`src/rtl/eth_pkg.sv`:
```
// Shared Ethernet constants and transmit FSM state encoding.
// Used by the GMII transmit framer and the receive-side FCS checker.
package eth_pkg;
    localparam logic [7:0]  PREAMBLE_BYTE = 8'h55;
    localparam logic [7:0]  SFD_BYTE      = 8'hD5;
    localparam logic [31:0] CRC_POLY      = 32'hEDB88320;
    localparam logic [31:0] CRC_INIT      = 32'hFFFFFFFF;
    localparam logic [31:0] CRC_RESIDUE   = 32'hDEBB20E3;

    localparam logic [2:0] ST_IDLE     = 3'd0;
    localparam logic [2:0] ST_PREAMBLE = 3'd1;
    localparam logic [2:0] ST_SFD      = 3'd2;
    localparam logic [2:0] ST_DATA     = 3'd3;
    localparam logic [2:0] ST_PAD      = 3'd4;
    localparam logic [2:0] ST_FCS      = 3'd5;
    localparam logic [2:0] ST_IFG      = 3'd6;
    localparam logic [2:0] ST_DRAIN    = 3'd7;
endpackage

```
`src/rtl/gmii_tx_mac_if.sv`:
```
// Byte-stream handshake feeding the GMII transmit framer.
interface gmii_tx_mac_if;
    logic [7:0] s_tdata;
    logic       s_tvalid;
    logic       s_tlast;
    logic       s_tready;

    modport master (output s_tdata, output s_tvalid, output s_tlast, input  s_tready);
    modport slave  (input  s_tdata, input  s_tvalid, input  s_tlast, output s_tready);
endinterface

```
`src/rtl/crc32_d8.sv`:
```
// Combinational reflected CRC-32 update for one byte, LSB first.
module crc32_d8
    import eth_pkg::*;
(
    input  logic [31:0] crc_in,
    input  logic [7:0]  data,
    output logic [31:0] crc_out
);
    always_comb begin
        logic [31:0] c;
        c = crc_in ^ {24'h000000, data};
        for (int i = 0; i < 8; i++) begin
            c = c[0] ? ((c >> 1) ^ CRC_POLY) : (c >> 1);
        end
        crc_out = c;
    end
endmodule

```
`src/rtl/gmii_tx_mac.sv`:
```
// GMII transmit framer: preamble, SFD, payload, zero pad, FCS and inter-frame gap.
//
// state    | meaning
// IDLE     | waiting for s_tvalid, nothing consumed
// PREAMBLE | emitting 0x55 bytes
// SFD      | 0xD5 on the wire, first payload byte being accepted
// DATA     | forwarding accepted bytes, CRC running
// PAD      | emitting 0x00 until the minimum length is reached
// FCS      | emitting ~CRC LSB first, then pulsing tx_done
// IFG      | forced idle gap
// DRAIN    | after underrun, discarding input up to s_tlast
module gmii_tx_mac
    import eth_pkg::*;
#(
    parameter int MIN_FRAME  = 60,
    parameter int IFG_CYCLES = 12
) (
    input  logic          gmii_tx_clk,
    input  logic          reset_n,
    gmii_tx_mac_if.slave  s_axis,
    output logic [7:0]    gmii_txd,
    output logic          gmii_tx_en,
    output logic          gmii_tx_er,
    output logic          tx_done,
    output logic          busy
);
    localparam logic [10:0] MIN_CNT  = 11'(MIN_FRAME);
    localparam logic [15:0] IFG_LOAD = (IFG_CYCLES > 0) ? 16'(IFG_CYCLES - 1) : 16'd0;

    logic [2:0]  state_q, state_d;
    logic [10:0] cnt_q, cnt_d, cnt_inc;
    logic [15:0] tmr_q, tmr_d;
    logic [31:0] crc_q, crc_d, crc_next;
    logic [7:0]  txd_q, txd_d, crc_byte;
    logic        en_q, en_d, er_q, er_d, done_q, done_d, busy_q;

    assign s_axis.s_tready = (state_q == ST_SFD) || (state_q == ST_DATA) || (state_q == ST_DRAIN);
    assign cnt_inc  = (cnt_q == 11'h7FF) ? cnt_q : cnt_q + 11'd1;
    assign crc_byte = (state_q == ST_PAD) ? 8'h00 : s_axis.s_tdata;

    crc32_d8 u_crc (
        .crc_in  (crc_q),
        .data    (crc_byte),
        .crc_out (crc_next)
    );

    always_comb begin
        state_d = state_q;
        cnt_d   = cnt_q;
        tmr_d   = tmr_q;
        crc_d   = crc_q;
        txd_d   = 8'h00;
        en_d    = 1'b0;
        er_d    = 1'b0;
        done_d  = 1'b0;
        case (state_q)
            ST_IDLE: begin
                if (s_axis.s_tvalid) begin
                    state_d = ST_PREAMBLE;
                    en_d    = 1'b1;
                    txd_d   = PREAMBLE_BYTE;
                    tmr_d   = 16'd6;
                    cnt_d   = 11'd0;
                end
            end
            ST_PREAMBLE: begin
                en_d = 1'b1;
                if (tmr_q == 16'd0) begin
                    txd_d   = SFD_BYTE;
                    crc_d   = CRC_INIT;
                    state_d = ST_SFD;
                end else begin
                    txd_d = PREAMBLE_BYTE;
                    tmr_d = tmr_q - 16'd1;
                end
            end
            ST_SFD, ST_DATA: begin
                en_d = 1'b1;
                if (s_axis.s_tvalid) begin
                    txd_d   = s_axis.s_tdata;
                    crc_d   = crc_next;
                    cnt_d   = cnt_inc;
                    state_d = ST_DATA;
                    if (s_axis.s_tlast) begin
                        if (cnt_inc < MIN_CNT) begin
                            state_d = ST_PAD;
                        end else begin
                            state_d = ST_FCS;
                            tmr_d   = 16'd4;
                        end
                    end
                end else begin
                    er_d    = 1'b1;
                    state_d = ST_DRAIN;
                end
            end
            ST_PAD: begin
                en_d  = 1'b1;
                crc_d = crc_next;
                cnt_d = cnt_inc;
                if (cnt_inc >= MIN_CNT) begin
                    state_d = ST_FCS;
                    tmr_d   = 16'd4;
                end
            end
            ST_FCS: begin
                if (tmr_q == 16'd0) begin
                    done_d  = 1'b1;
                    state_d = ST_IFG;
                    tmr_d   = IFG_LOAD;
                end else begin
                    // Shift the FCS out a byte at a time; 0xFF fill leaves the register at CRC_INIT.
                    en_d  = 1'b1;
                    txd_d = ~crc_q[7:0];
                    crc_d = {8'hFF, crc_q[31:8]};
                    tmr_d = tmr_q - 16'd1;
                end
            end
            ST_IFG: begin
                if (tmr_q == 16'd0) begin
                    state_d = ST_IDLE;
                end else begin
                    tmr_d = tmr_q - 16'd1;
                end
            end
            ST_DRAIN: begin
                if (s_axis.s_tvalid && s_axis.s_tlast) begin
                    state_d = ST_IFG;
                    tmr_d   = IFG_LOAD;
                end
            end
            default: state_d = ST_IDLE;
        endcase
    end

    always_ff @(posedge gmii_tx_clk) begin
        if (!reset_n) begin
            state_q <= ST_IDLE;
            cnt_q   <= 11'd0;
            tmr_q   <= 16'd0;
            crc_q   <= CRC_INIT;
            txd_q   <= 8'h00;
            en_q    <= 1'b0;
            er_q    <= 1'b0;
            done_q  <= 1'b0;
            busy_q  <= 1'b0;
        end else begin
            state_q <= state_d;
            cnt_q   <= cnt_d;
            tmr_q   <= tmr_d;
            crc_q   <= crc_d;
            txd_q   <= txd_d;
            en_q    <= en_d;
            er_q    <= er_d;
            done_q  <= done_d;
            busy_q  <= (state_d != ST_IDLE);
        end
    end

    assign gmii_txd   = txd_q;
    assign gmii_tx_en = en_q;
    assign gmii_tx_er = er_q;
    assign tx_done    = done_q;
    assign busy       = busy_q;
endmodule

```
`src/flat_wrapper.sv`:
```
// flat-port wrapper written by rule: the top's interface ports become plain ports
module gmii_tx_mac_flat import eth_pkg::*;
#(
    parameter int MIN_FRAME  = 60,
    parameter int IFG_CYCLES = 12
)
  (gmii_tx_clk, reset_n, gmii_txd, gmii_tx_en, gmii_tx_er, tx_done, busy, s_axis_s_tdata, s_axis_s_tvalid, s_axis_s_tlast, s_axis_s_tready);
  gmii_tx_mac_if s_axis_i ();
  input  logic gmii_tx_clk;
  input  logic reset_n;
  output logic [7:0] gmii_txd;
  output logic gmii_tx_en;
  output logic gmii_tx_er;
  output logic tx_done;
  output logic busy;
  input wire logic [$bits(s_axis_i.s_tdata)-1:0] s_axis_s_tdata;
  input wire logic [$bits(s_axis_i.s_tvalid)-1:0] s_axis_s_tvalid;
  input wire logic [$bits(s_axis_i.s_tlast)-1:0] s_axis_s_tlast;
  output wire logic [$bits(s_axis_i.s_tready)-1:0] s_axis_s_tready;
  assign s_axis_i.s_tdata = s_axis_s_tdata;
  assign s_axis_i.s_tvalid = s_axis_s_tvalid;
  assign s_axis_i.s_tlast = s_axis_s_tlast;
  assign s_axis_s_tready = s_axis_i.s_tready;
  gmii_tx_mac #(.MIN_FRAME(MIN_FRAME), .IFG_CYCLES(IFG_CYCLES)) u_core (.gmii_tx_clk(gmii_tx_clk), .reset_n(reset_n), .s_axis(s_axis_i), .gmii_txd(gmii_txd), .gmii_tx_en(gmii_tx_en), .gmii_tx_er(gmii_tx_er), .tx_done(tx_done), .busy(busy));
endmodule
```
`config.mk`:
```
export PLATFORM = sky130hd
export DESIGN_NAME = gmii_tx_mac_flat
export DESIGN_NICKNAME = d
export VERILOG_FILES = /design/src/rtl/eth_pkg.sv /design/src/rtl/gmii_tx_mac_if.sv /design/src/rtl/crc32_d8.sv /design/src/rtl/gmii_tx_mac.sv /design/src/flat_wrapper.sv
export SDC_FILE = /design/constraint.sdc
export NUM_CORES = 1
export LEC_CHECK = 0
export ABC_AREA = 1
export BUFFER_PORTS_ARGS = -buffer_cell sky130_fd_sc_hd__buf_4
export CORE_MARGIN = 2
export CORE_UTILIZATION = 55
export CTS_BUF_LIST = sky130_fd_sc_hd__clkbuf_16
export DETAILED_ROUTE_END_ITERATION = 12
export PLACE_DENSITY = 0.72
export SYNTH_ARGS = -nofsm -noshare
export SYNTH_HDL_FRONTEND = slang
export SYNTH_SLANG_ARGS = --single-unit
```
`constraint.sdc`:
```
create_clock -name gmii_tx_clk -period 2.1 [get_ports gmii_tx_clk]
set_input_delay 0.105 -clock gmii_tx_clk [delete_from_list [all_inputs] [get_ports gmii_tx_clk]]
set_output_delay 0.105 -clock gmii_tx_clk [all_outputs]
set_load 0.05 [all_outputs]
```
---- Word-level counts from Yosys, hierarchy flattened ----
Cells that the tools add are included.
operators by class
  add/sub/neg operators ................... 2
  order comparisons ....................... 2
  equal/unequal tests ..................... 17
  muxes and demuxes ....................... 46
  bitwise logic cells ..................... 10
  reduce and logical (&&, ||, !) cells .... 16
operators with widths
  kind                   count
  $mux 32                11
  $mux 16                8
  $pmux 32 s4            1
  $not 13->14            8
  $pmux 16 s6            1
  $mux 11                3
  $pmux 11 s3            1
  $mux 8                 4
  $pmux 8 s4             1
  $xor 32x8->32          1
  $mux 3                 8
  $pmux 3 s7             1
  $logic_not 16->1       1
  $ne 2x2->1 const B     8
  $sub 16x1->16 const B  1
  $eq 3x3->1 const B     4
  $add 11x1->11 const B  1
  $eq 11x11->1 const B   1
  $ge 11x6->1 const B    1
  $lt 11x6->1 const B    1
  $not 8->8              1
  $mux 7                 1
  $reduce_and 7->1       1
  $eq 3x2->1 const B     2
  other kinds (14)       22
storage, ports and cells
  register bits ........................... 74
  output and inout port bits .............. 13

---- Depth between registers and ports, before layout ----
  depth after elaboration ................. 21
  gate-level depth with buffers ........... 16

---- By module ----
From an unflattened synthesis, not the netlist that was laid out.
unflattened totals
  cell total of the unflattened synthesis .. 850
  area total of the unflattened synthesis .. 5758.0 um2
modules (own cells, without submodules)
  module       times used  cells an instance  area an instance (um2)  seq. area each (um2)
  gmii_tx_mac  1           611                4441.8                  1481.4
  crc32_d8     1           239                1316.3                  0.0

---- Worst setup path before layout ----
No wires, ideal clock.
  path type ............................... flip-flop to flip-flop
  from .................................... register u_core.state_q[0]
  to ...................................... register u_core.tmr_q[1]
  arrival time ............................ 1.861 ns
  required time ........................... 1.989 ns
  slack ................................... 0.128 ns
  stages on the path, launching flop included .. 12
  path buffers ............................ 1
  clock period less this slack ............ 1.972 ns
  cell sequence ........................... dfxtp_1 inv_1 nor2_1 inv_1 nand2_1 nand2_1 nand2_1 a21oi_4 nand2_4 buf_12 nor2_4 nor2_2
between the ends
  cells in the longest elaborated chain, start to end .. 4
RTL lines
  element                                    line                RTL
  from (decl)                                gmii_tx_mac.sv:30   logic [2:0] state_q, state_d;
  from (signal assigned)                     gmii_tx_mac.sv:148  state_q <= state_d;
  $eq 3x2->1 (tied with other cells)         gmii_tx_mac.sv:56   case (state_q)
  $reduce_or 2->1, on equally long branches  --
  $ne 2x2->1 (no line)                       --
  $reduce_and 7->1 (no line)                 --
  to (signal assigned)                       gmii_tx_mac.sv:150  tmr_q <= tmr_d;
  to (decl)                                  gmii_tx_mac.sv:32   logic [15:0] tmr_q, tmr_d;
Parallel ways exist; a longest one is shown, timed or not.
A chain may end at the register's enable or synchronous reset.

---- Worst setup path after layout ----
  from .................................... register u_core.state_q[1]
  to ...................................... register u_core.crc_q[23]
between the ends
  cells in the longest elaborated chain, start to end .. 18
RTL lines
  element                line                                  RTL
  $eq 3x3->1             gmii_tx_mac.sv:39, gmii_tx_mac.sv:56
  $mux 8                 gmii_tx_mac.sv:39                     assign crc_byte = (state_q == ST_PAD) ? 8'h00 : s_axis.s_tdata;
  $xor 32x8->32          crc32_d8.sv:11                        c = crc_in ^ {24'h000000, data};
  $mux 32                crc32_d8.sv:13                        c = c[0] ? ((c >> 1) ^ CRC_POLY) : (c >> 1);
  $not 13->14 (no line)  --
  $mux 32 (2 in a row)   crc32_d8.sv:13
  $not 13->14 (no line)  --
  $mux 32                crc32_d8.sv:13
  $not 13->14 (no line)  --
  $mux 32 (2 in a row)   crc32_d8.sv:13
  $not 13->14 (no line)  --
  $mux 32                crc32_d8.sv:13
  $not 13->14 (no line)  --
  $mux 32                crc32_d8.sv:13
  $mux 32                gmii_tx_mac.sv:79                     if (s_axis.s_tvalid) begin
  $pmux 32 s4            gmii_tx_mac.sv:56
  to (signal assigned)   gmii_tx_mac.sv:151                    crc_q <= crc_d;
  to (decl)              gmii_tx_mac.sv:33                     logic [31:0] crc_q, crc_d, crc_next;
Parallel ways exist; a longest one is shown, timed or not. The select of a mux whose other input is x is not followed.

==> results.md <==
- EDFF count, synth: 0
- Final Non-Filler Cells: 1,070
- Clock Latency Late Sink: 340 ps
- Yosys top cell by area: dfxtp_1
- Final setup margin: roughly 130 ps
- Run status: completed
- Top delay family on crit path: simple AND/OR/NAND/NOR gates
- Largest family of logic cells by synthesized area: simple AND/OR/NAND/NOR gates
- CP Cell Sequence: nor2_4, buf_12, nand2_8, nand2_1, nand2_1, nand2_2, nand2_1, nand2_2, nand2_1, nand2_2, inv_2, nand3_1, nand3_1, nand2_1, nand2_1, nand2_1
- Final Cycle Share: 93.8%
- Total grt overflow: 0
- DRT Pass-1 Iters: 5
- Internal power: 5.61 mW
- P_sw: 5.84 mW
- NumNets Final: 946
- DRT iter0 DRCs: ~410
- Largest cells by area after synthesis: dfxtp_1 27%, nand2_1 21%, nand3_1 8.1%
- Root Driver: clkbuf_16
- Final hold vios: 0
- Ys async rst share: 0%
- Die Y: 104 µm
- Post-synthesis mux area share: 0%
- GP Congestion: between 0.9 and 1
- Synth Area in Simple Gates: 43.9%
- Pre-CTS setup slack: -20.3 ps
- Via density: 5.56
- Count leader, synth: nand2_1
- Largest net degree at the start of global routing: 37
- Adder-cell share of the synthesized area: 0.451%
- Ports: 25
- Gate Count Post-Synth: 884
- Slew HR: between 40% and 50%
- Number of distinct library cells after synthesis: 48
- Synthesized net count: ~900
- Fraction of layout cells with a size suffix above 1: 19.0%
- Seq pwr share: between 10% and 20%
- First-pass GRT wire length: 25.9 mm
- Complex-gate fraction of the synthesized area: about 14%
- Area grow syn2layout: 18.5%
- CP Max Fanout: 7
- WL per Instance: between 10 and 15 µm
- Clock network fraction of total power: 13.4%
- CTS Buf Count: 9
- CTS Buffer Depth: 2
- Clock-pin transition on the worst setup and hold timing paths: 60 ps
- Startpoint Class: flip-flop
- Slew Limit Fails: 0
- Initial antenna violation count: 0
- DP HPWL: ~11 mm
- Combinational group share of total power: 68.2%
- Post-Syn Area per Cell: 6.27 µm²
- Initial Util: 56.7%
- CP endpoint kind: flip-flop
- Crit path DAT: approximately 2300 ps
- CTS tree: built
- Leak pwr: 3.13 nW
- DIE AREA: about 11,000 µm²
- Sw Ratio: between 50% and 60%
- Core area: 9770 µm²
- CP max stage cell: dfxtp_2
- Post-route ant nets: 0
- Clock skew: slightly above 6 ps
- Post-Syn Area: ~5500 µm²
- CP most frequent cell: nand2_1
- Least-Margin Pin Slew: 791 ps
- Total Power: 11.5 mW
- Sequential-to-total area share from yosys stat: 26.7%
- Flops & latches, synth: 74
- CP Data Required Time: 2390 ps
- WS Path Type: flip-flop to flip-flop
- Max stage delay on crit path: around 350 ps
- Total number of vias: around 5,900
- FF-to-FF setup slack: 130 ps
- Post-Route WL: 16.0 mm
- Post-synth top cells: 312 x nand2_1, 90 x nand3_1, 74 x dfxtp_1
- Peak Freq: slightly above 500 MHz
- Antenna diode count: 0
- WP buf/inv: 2
- H-tree depth: 3
- Synthesis warning total: 0
- Die W: between 100 and 150 µm
- FP Rows: 36
- Fin crit period: 1970 ps
- Vias in the first global route: 5,387
- Synth Flop Type: dfxtp_1
- Port bufs: 24
- # placed instances: 1,041
- Aggregate global-route resource usage: 29.1%
- # DRC: 0
- Sink Count: 74
- Final setup vio count: 0
- Max-cap violations: 0
- Worst min path class: primary input to flip-flop
- P per Cell Area: approximately 1700 nW/µm²
- Synth top area share: a little over a quarter
- XOR/XNOR share of the synthesized area: 6.84%
- Worst IR Drop VDD: 0.000787 V
[worst min-delay path: cells and delay by family]
family,cells,cell delay [ps]
compound gates,1,60
buf+inv,1,120
simple gates,1,60
[power by group through the flow]
stage | logic, mW | clock network, mW | registers, mW
floorplan | 5.20 | 0 | 2.22
global placement | 7.03 | 0 | 2.08
detailed placement | 7.16 | 0 | 2.10
CTS | 7.26 | 1.54 | 2.08
global route | 8.61 | 1.61 | 2.15
finish | 7.81 | 1.54 | 2.11
[metrics by stage]
step | setup TNS (ps) | hold WS (ps) | utilization, % | cell area [µm²]
floorplan | 0 | 184 | - | 5550
CTS | 0 | 56.6 | 65.0 | 6350
global placement | 0 | 316 | 61.5 | 6010
finish | 0 | 61.2 | 67.3 | 6570
detailed placement | -49.4 | 319 | 61.5 | 6010
global route | -121 | 64.7 | 67.3 | 6570
[layout by cell type, fill, tap and decap left out, types with 4 or more instances in the layout]
master     instances
nand2_1          305
nor2_2             7
a21oi_2            9
buf_4             52
buf_12             9
a21oi_1           52
xor2_1            28
inv_1             63
dfxtp_1           71
nand3_1           88
buf_6              4
clkbuf_16          9
nor2_1            53
nor2_4             7
nand4_1            6
xnor2_1            6
inv_2              9
nor3_1             9
nand2_4           18
o21ai_1            6
a31oi_1            4
nand3_2            5
nand2_2           25
o211ai_1           5
o21ai_0           45
[final timing paths]
path	start	to	cells after the start
min	s_axis_s_tdata[3]	u_core.gmii_txd[3]	3
min reg2reg	u_core.cnt_q[1]	u_core.cnt_q[1]	2
max reg2reg	u_core.state_q[1]	u_core.crc_q[23]	16
max	u_core.state_q[1]	u_core.crc_q[23]	16
[cells by family (layout without fill, tap and decap cells)]
| kind of cell | count (synthesis) | after routing |
|---|---|---|
| fa+ha+maj | 2 | 2 |
| compound gates | 132 | 132 |
| flops | 74 | 74 |
| simple gates | 535 | 537 |
| buf+inv | 102 | 153 |
| xor+xnor | 39 | 39 |
[flip-flops by register name (all words and copies together) (netlist names)]
| register | cells |
|---|---|
| u_core.state_q | 3 |
| u_core.tx_done | 1 |
| u_core.tmr_q | 16 |
| u_core.gmii_tx_en | 1 |
| u_core.gmii_tx_er | 1 |
| u_core.crc_q | 32 |
| u_core.busy | 1 |
| u_core.gmii_txd | 8 |
| u_core.cnt_q | 11 |
[per-layer routing]
metal  global-route usage [%]  routed length (µm)  vias to the layer above  share of wire [%]
met1                     39.7                7110                     2734                 45
li1                         -                   -                     2946                  -
met3                     6.20                1200                       33                7.5
met5                        0                   0                        -                  0
met2                     45.8                7330                      231                 46
met4                     8.98                 316                        0                2.0
[final cells by class]
| cell class | instances | area, µm² |
|---|---|---|
| clock buffers | 9 | 225 |
| clock inverters | 7 | 61.3 |
| fillers | 880 | 3200 |
| inverters | 71 | 267 |
| multi-input cells | 710 | 3740 |
| flip-flops and latches | 74 | 1490 |
| well taps | 133 | 166 |
| repair buffers | 66 | 626 |
[repair_timing]
action                                  4_1_cts  5_1_grt
endpoints found under the setup margin       10       54
gates resized for setup                       3       32
hold buffers                                  1        0
hold endpoints to repair                      1        0
setup buffers                                 4        6
cloned                                        0        2
pin swaps                                     1        6
(Power assumes the default switching activity.)
